`config.mk`:
```
export PLATFORM = sky130hd
export DESIGN_NAME = led_shift_monitor
export DESIGN_NICKNAME = d
export VERILOG_FILES = /design/src/rtl/led_shift_monitor.sv
export SDC_FILE = /design/constraint.sdc
export NUM_CORES = 1
export LEC_CHECK = 0
export CAP_MARGIN = 20
export CORE_UTILIZATION = 50
export DETAILED_ROUTE_END_ITERATION = 12
export GPL_ROUTABILITY_DRIVEN = 0
export PLACE_DENSITY = 0.83
export SLEW_MARGIN = 0
export SYNTH_ARGS = -nofsm -noshare
export SYNTH_HDL_FRONTEND = slang
export SYNTH_SLANG_ARGS = --single-unit
```
`constraint.sdc`:
```
create_clock -name clk -period 3.15 [get_ports clk]
set_clock_uncertainty 0.15 [all_clocks]
set_input_delay 0.315 -clock clk [delete_from_list [all_inputs] [get_ports clk]]
set_output_delay 0.315 -clock clk [all_outputs]
set_load 0.02 [all_outputs]
```
`src/rtl/led_shift_monitor.sv`:
```
// led_shift_monitor: receive-side checker for a rotating 8-bit LED pattern.
// Synchronises the remote leds bus, locks onto INIT_PATTERN, then checks
// that each change is a one-bit left rotation arriving on schedule.
module led_shift_monitor #(
  parameter int unsigned CLK_FREQ     = 8,
  parameter int unsigned STEP_CYCLES  = CLK_FREQ / 4,
  parameter int unsigned TOL          = 0,
  parameter logic [7:0]  INIT_PATTERN = 8'h1F,
  parameter int unsigned SYNC_STAGES  = 2
) (
  input  logic        clk,
  input  logic        rst,
  input  logic [7:0]  leds_in,
  input  logic        err_clr,
  output logic        locked,
  output logic        step_pulse,
  output logic [15:0] step_count,
  output logic [2:0]  position,
  output logic [7:0]  last_pattern,
  output logic        pattern_err,
  output logic        timing_err,
  output logic        err_sticky
);

  localparam logic [7:0] STEP_LO = 8'(STEP_CYCLES - TOL);
  localparam logic [7:0] STEP_HI = 8'(STEP_CYCLES + TOL);

  typedef enum logic [1:0] {
    SEARCH,
    ALIGN,
    TRACK,
    FAULT
  } state_t;

  state_t     state;
  logic [7:0] sync_q [SYNC_STAGES];
  logic [7:0] leds_s;
  logic [7:0] prev;
  logic [7:0] cnt;
  logic [7:0] rot_prev;
  logic [7:0] cnt_inc;
  logic       change;
  logic       rot_ok;
  logic       early;
  logic       overdue;
  logic       accept;

  // Multi-flop synchroniser for the asynchronous remote bus
  always_ff @(posedge clk or posedge rst) begin
    if (rst) begin
      for (int unsigned i = 0; i < SYNC_STAGES; i++) sync_q[i] <= '0;
    end else begin
      sync_q[0] <= leds_in;
      for (int unsigned i = 1; i < SYNC_STAGES; i++) sync_q[i] <= sync_q[i-1];
    end
  end

  assign leds_s = sync_q[SYNC_STAGES-1];

  // Change classification against the last accepted pattern
  always_comb begin
    rot_prev = {prev[6:0], prev[7]};
    change   = (leds_s != prev);
    rot_ok   = (leds_s == rot_prev);
    early    = (cnt < STEP_LO);
    overdue  = (cnt == STEP_HI);
    cnt_inc  = (cnt == 8'hFF) ? cnt : cnt + 8'd1;
    // ALIGN has no timing window; TRACK rejects early changes
    accept   = change && rot_ok &&
               ((state == ALIGN) || ((state == TRACK) && !early));
  end

  // Tracking FSM with registered status, counters and error pulses
  always_ff @(posedge clk or posedge rst) begin
    if (rst) begin
      state        <= SEARCH;
      prev         <= '0;
      cnt          <= '0;
      locked       <= 1'b0;
      step_pulse   <= 1'b0;
      step_count   <= '0;
      position     <= '0;
      last_pattern <= '0;
      pattern_err  <= 1'b0;
      timing_err   <= 1'b0;
      err_sticky   <= 1'b0;
    end else begin
      step_pulse  <= 1'b0;
      pattern_err <= 1'b0;
      timing_err  <= 1'b0;
      cnt         <= cnt_inc;
      // Error branches below reassign err_sticky, so they win over err_clr
      if (err_clr) err_sticky <= 1'b0;

      if (accept) begin
        prev         <= leds_s;
        last_pattern <= leds_s;
        step_pulse   <= 1'b1;
        step_count   <= (step_count == 16'hFFFF) ? step_count : step_count + 16'd1;
        position     <= position + 3'd1;
        cnt          <= 8'd1;
      end

      case (state)
        SEARCH: begin
          if (leds_s == INIT_PATTERN) begin
            prev         <= INIT_PATTERN;
            last_pattern <= INIT_PATTERN;
            position     <= '0;
            step_count   <= '0;
            cnt          <= 8'd1;
            state        <= ALIGN;
          end
        end
        ALIGN: begin
          if (change) begin
            if (rot_ok) begin
              locked <= 1'b1;
              state  <= TRACK;
            end else begin
              pattern_err <= 1'b1;
              err_sticky  <= 1'b1;
              state       <= SEARCH;
            end
          end
        end
        TRACK: begin
          if (change) begin
            if (!rot_ok || early) begin
              pattern_err <= !rot_ok;
              timing_err  <= early;
              err_sticky  <= 1'b1;
              locked      <= 1'b0;
              state       <= FAULT;
            end
          end else if (overdue) begin
            timing_err <= 1'b1;
            err_sticky <= 1'b1;
            locked     <= 1'b0;
            state      <= FAULT;
          end
        end
        FAULT: begin
          locked <= 1'b0;
          state  <= SEARCH;
        end
        default: state <= SEARCH;
      endcase
    end
  end

endmodule

```
== Word-level counts from Yosys, hierarchy flattened ==
Index checks and enable logic that the tools add are counted.
Widths: inputs -> output; s select.

* Bits in registers: 66
* Input port bits: 11
* Output and inout bits: 32
* Word-level logic and storage cells: 89

* Add/sub/neg operators: 3
* Magnitude comparators: 1
* Equality and inequality tests: 14
* Muxes and demuxes: 47
* Reduce and logical (&&, ||, !) cells: 11

{| class="wikitable"
|+ Operators by type and width
! kind !! count
|-
| $mux 8 || 10
|-
| $mux 16 || 4
|-
| $mux 1 || 20
|-
| $add 16x1->16 const B || 1
|-
| $eq 16x16->1 const B || 1
|-
| $mux 2 || 6
|-
| $mux 3 || 3
|-
| $add 8x1->8 const B || 1
|-
| $eq 8x2->1 const B || 1
|-
| $eq 8x5->1 const B || 1
|-
| $eq 8x8->1 || 1
|-
| $eq 8x8->1 const B || 1
|-
| $lt 8x2->1 const B || 1
|-
| $ne 8x8->1 || 1
|-
| $pmux 2 s4 || 1
|-
| $ne 2x2->1 const B || 3
|-
| $reduce_and 5->1 || 1
|-
| $eq 2x2->1 const B || 2
|-
| $pmux 1 s2 || 2
|-
| $reduce_and 4->1 || 1
|-
| $add 3x1->3 const B || 1
|-
| $logic_and 1x1->1 || 3
|-
| $ne 3x2->1 const B || 1
|-
| $ne 3x3->1 const B || 1
|-
| other kinds (6) || 8
|}

== Depth between registers and ports, before layout ==
* Depth after elaboration: 8
* Gate-level depth with buffers: 9
* Gate-level depth less buffers: 8

== Worst setup path after synthesis ==
No wires, ideal clock.

* Path type: flip-flop to flip-flop
* Start: register step_count[0]
* End: register step_count[4]
* Setup time: 120 ps
* Arrival: 2100 ps
* Required time: 2880 ps
* Path slack: 780 ps
* Stages on the path, launching flop included: 8
* Buffers on the path: 1
* Clock period less this slack: 2370 ps
* Cells stage by stage: dfrtp_1 -> ha_1 -> and3_1 -> nand3_1 -> nor3_1 -> nor3_2 -> buf_2 -> a31o_2

* Longest elaborated chain between the ends: 5
* Elaborated cells on any way between the ends: 6
* Those cells by class: add/sub: 1; eq/ne: 1; mux: 4

{| class="wikitable"
|+ RTL lines
! element !! line !! RTL
|-
| start: declaration || 17 || <nowiki>output logic [15:0] step_count,</nowiki>
|-
| start signal: assignment || 99 || <nowiki>step_count <= (step_count == 16'hFFFF) ? step_count : step_count + 16'd1;</nowiki>
|-
| $add 16x1->16 / $eq 16x16->1 (equally long branches) || 99 ||
|-
| $mux 16 * || 99 ||
|-
| $mux 16 * || 95 || <nowiki>if (accept) begin</nowiki>
|-
| $mux 16 || 106 || <nowiki>if (leds_s == INIT_PATTERN) begin</nowiki>
|-
| $mux 16 * || 104 || <nowiki>case (state)</nowiki>
|}

Mark *: on every way between the ends. The rest lies on a longest branch, timed or not.
A chain may end at the register's enable or synchronous reset.

== Final worst setup path ==
* Start: register cnt[6]
* End: register prev[6]

* Longest elaborated chain between the ends: 8

{| class="wikitable"
|+ RTL lines
! element !! line !! RTL
|-
| start: declaration || 39 || <nowiki>logic [7:0] cnt;</nowiki>
|-
| start signal: assignment || 91 || <nowiki>cnt <= cnt_inc;</nowiki>
|-
| $lt 8x2->1 * || 65 || <nowiki>early = (cnt < STEP_LO);</nowiki>
|-
| $logic_not 1->1 * || 70 || <nowiki>((state == ALIGN) || ((state == TRACK) && !early));</nowiki>
|-
| $logic_and 1x1->1 * || 70 ||
|-
| $logic_or 1x1->1 * || 70 ||
|-
| $logic_and 1x1->1 * || 69 || <nowiki>accept = change && rot_ok &&</nowiki>
|-
| $mux 8 * || 95 ||
|-
| $mux 8 || 106 ||
|-
| $mux 8 * || 104 ||
|-
| end signal: assignment || 96 || <nowiki>prev <= leds_s;</nowiki>
|-
| end: declaration || 38 || <nowiki>logic [7:0] prev;</nowiki>
|}

Marked as above.

==> impl_metrics.env <==
export IMPL_outcome="completed"
export IMPL_switching_share_pct=30.31
export IMPL_drv_cap=0
export IMPL_cts_sinks=66
export IMPL_syn_area_per_cell_um2=11.18
export IMPL_synth_top_area_share_pct=53.70
export IMPL_placementRows=28
export IMPL_grt_first_pass_wirelength_mm=10.45
export IMPL_tns_ps=0
export IMPL_startpoint_type="register"
export IMPL_grt_usage_pct=21.46
export IMPL_post_drt_wl_per_cell_um=15.44
export IMPL_p_seq_share_pct=47.0
export IMPL_drtAntennaViolNets=0
export IMPL_grt_antenna_before_repair=0
export IMPL_power_density_nw_per_um2=626.0
export IMPL_cts_buffers=9
export IMPL_port_buffers=42
export IMPL_cp_required_ps=3270
export IMPL_finalCritPeriodShare_pct=88.98
export IMPL_crit_type="register to register"
export IMPL_dieArea_um2=6468
export IMPL_max_freq_ghz=0.3568
export IMPL_synth_seq_area_share_pct=53.70
export IMPL_crit_fanout=20
export IMPL_clockBufferDepth=2
export IMPL_vias=2298
export IMPL_hold_class="register to register"
export IMPL_ios=43
export IMPL_ff2ff_setup_slack_ps=350
export IMPL_htree_levels=3
export IMPL_layout_common_cells="66 x dfrtp_1, 42 x clkdlybuf4s50_1, 16 x nand3_1, 16 x a22o_1, 15 x nor2_1"
export IMPL_combPwrFrac_pct=22.5
export IMPL_routed_via_density=5.716
export IMPL_tritoncts="yes"
export IMPL_grt_max_degree=39
export IMPL_final_common_cell="dfrtp_1"
export IMPL_core_area_um2=5921
export IMPL_post_place_cells=386
export IMPL_ff2ff_path_depth=7
export IMPL_stdcell_count=402
export IMPL_die_y_um=80.43
export IMPL_wirelength_mm=6.208
export IMPL_syn_to_final_growth_pct=22.58
export IMPL_tightest_slew_ps=997.3
export IMPL_power_switching_uw=715.3
export IMPL_grt_pass1_vias=2196
export IMPL_ys_flop_type="dfrtp_1"
export IMPL_ys_ff_latch=66
export IMPL_drtIter0Drc=175
export IMPL_clk_pin_slew_ps=70
export IMPL_layout_nets=342
export IMPL_ys_types=53
export IMPL_p_int_uw=1645
export IMPL_rsz0062_at_grt="false"
export IMPL_ys_warn_count=0
export IMPL_arrival_ps=2930
export IMPL_cts_resized=0
export IMPL_ir_drop_uv=412.0
export IMPL_syn_area_um2=3075
export IMPL_drc=0
export IMPL_whs_path_depth=0
export IMPL_drv_slew=0
export IMPL_chipWidth_um=80.43
export IMPL_first_pass_iters=4
export IMPL_synthCells=275
export IMPL_hpwl_mm=4.242
export IMPL_synth_largest_area_cell="dfrtp_1"
export IMPL_slew_headroom_pct=33.15
export IMPL_cts_hold_buf=0
export IMPL_clkLatencyLatePin_ps=340
export IMPL_ys_async_sr_fraction_pct=100.0
export IMPL_n_antenna_cell=0
export IMPL_synth_area_leaders="dfrtp_1 54%, a22o_1 4.6%, ha_1 3.7%, xnor2_1 3.1%, nand3_1 2.6%"
export IMPL_drive_gt1_share_pct=9.174
export IMPL_cts_root_buf="clkbuf_8"
export IMPL_clockPowerShare_pct=30.4
export IMPL_initial_core_util_pct=51.94
export IMPL_synth_edff_count=0
export IMPL_p_leak_uw=0.001654
export IMPL_final_setup_viol_count=0
export IMPL_synth_nets=295
export IMPL_post_cts_setup_buffers=0
export IMPL_finalHoldViolations=0
export IMPL_layout_min_cycle_time_ps=2803
export IMPL_gr_total_overflow=0
export IMPL_end_kind="register"
## path summary, 6_finish.rpt
| check | start | to |
|---|---|---|
| worst min-delay path | sync_q[9] | leds_s[1] |
| worst max register to register | cnt[6] | prev[6] |
| worst max-delay path | cnt[6] | prev[6] |
| worst min register to register | sync_q[9] | leds_s[1] |
| max in group asynchronous | rst | cnt[5] |
| min in group asynchronous | rst | cnt[7] |
## critical path, stage by stage (launching register included)
cell and delay (ps):
dfrtp_1 430, or4_1 550, o41a_1 390, nor2_2 150, or2_4 290, inv_2 200
nor2_2 360, a22o_1 210
## sequential cells by signal (all words and copies together), names as in the netlist, named ones only
| register | cells |
|---|---|
| locked | 1 |
| state | 1 |
| step_count | 16 |
| leds_s | 8 |
| err_sticky | 1 |
| step_pulse | 1 |
| pattern_err | 1 |
| cnt | 8 |
| prev | 8 |
| sync_q | 8 |
| last_pattern | 8 |
| timing_err | 1 |
| position | 3 |
## cell families (layout without fill, tap and decap cells)
family	after synthesis	after routing	share of synthesized area, %
xor gates and xnor gates	20	20	5.696
AOI/OAI and AO/OA	62	62	14.61
DFF	66	66	53.70
adders and majority gates	9	9	3.662
buffers and inverters	19	71	2.929
and+or+nand+nor	95	95	18.06
muxes	4	4	1.343
## power by group through the flow
stage | clock (uW) | sequential (uW) | combinational [uW]
after floorplan | 0 | 1140 | 330
after global placement | 0 | 1110 | 518
after detailed placement | 0 | 1120 | 531
after CTS | 733 | 1110 | 533
after global routing | 774 | 1130 | 588
final | 718 | 1110 | 531
## per-stage QoR
stage	instance area [um^2]	utilization [%]	power [uW]	hold WS [ps]	worst slack, ps
2_1_floorplan	3075	-	1469	181.2	780.4
3_3_place_gp	3565	60.21	1632	183.3	415.2
3_5_place_dp	3565	60.21	1654	184.7	365.3
4_1_cts	3770	63.67	2375	200.4	342.9
5_1_grt	3770	63.67	2491	207.6	138.6
6_report	3770	63.67	2360	198.6	347.1
## Yosys cell counts (2+ instances only)
cell      count
a211oi_1      2
a21o_1        3
a21oi_1      14
a22o_1       16
a31o_2        2
a31oi_1       3
and2_1        2
and3_1        6
and4b_1       3
buf_2         3
buf_6         2
clkbuf_1      2
dfrtp_1      66
ha_1          9
inv_1        11
mux2i_1       3
nand2_1      14
nand2b_1      3
nand3_1      16
nand3b_1      2
nand4_1       6
nand4b_1      2
nor2_1       15
nor2_2        2
nor3_1        9
nor4_1        2
o21ai_0       9
o311ai_0      2
o31ai_1       2
or4_1         2
or4b_1        2
xnor2_1      11
xor2_1        9
## layer usage
metal	track usage [%]	up-vias	routed length (um)
met3	5.455	10	285
met2	32.46	64	2949
met1	28.66	1127	2884
met5	0	-	0
li1	-	1097	-
met4	10.36	0	88
## final cells by class
type	instances	area (um^2)
well taps	75	93.84
fillers	455	2151
clock buffers	12	155.1
multi-input cells	190	1334
clock inverters	4	50.05
flip-flops and latches	66	1652
inverters	12	45.04
repair buffers	43	440.4
(Power assumes the default switching activity.)
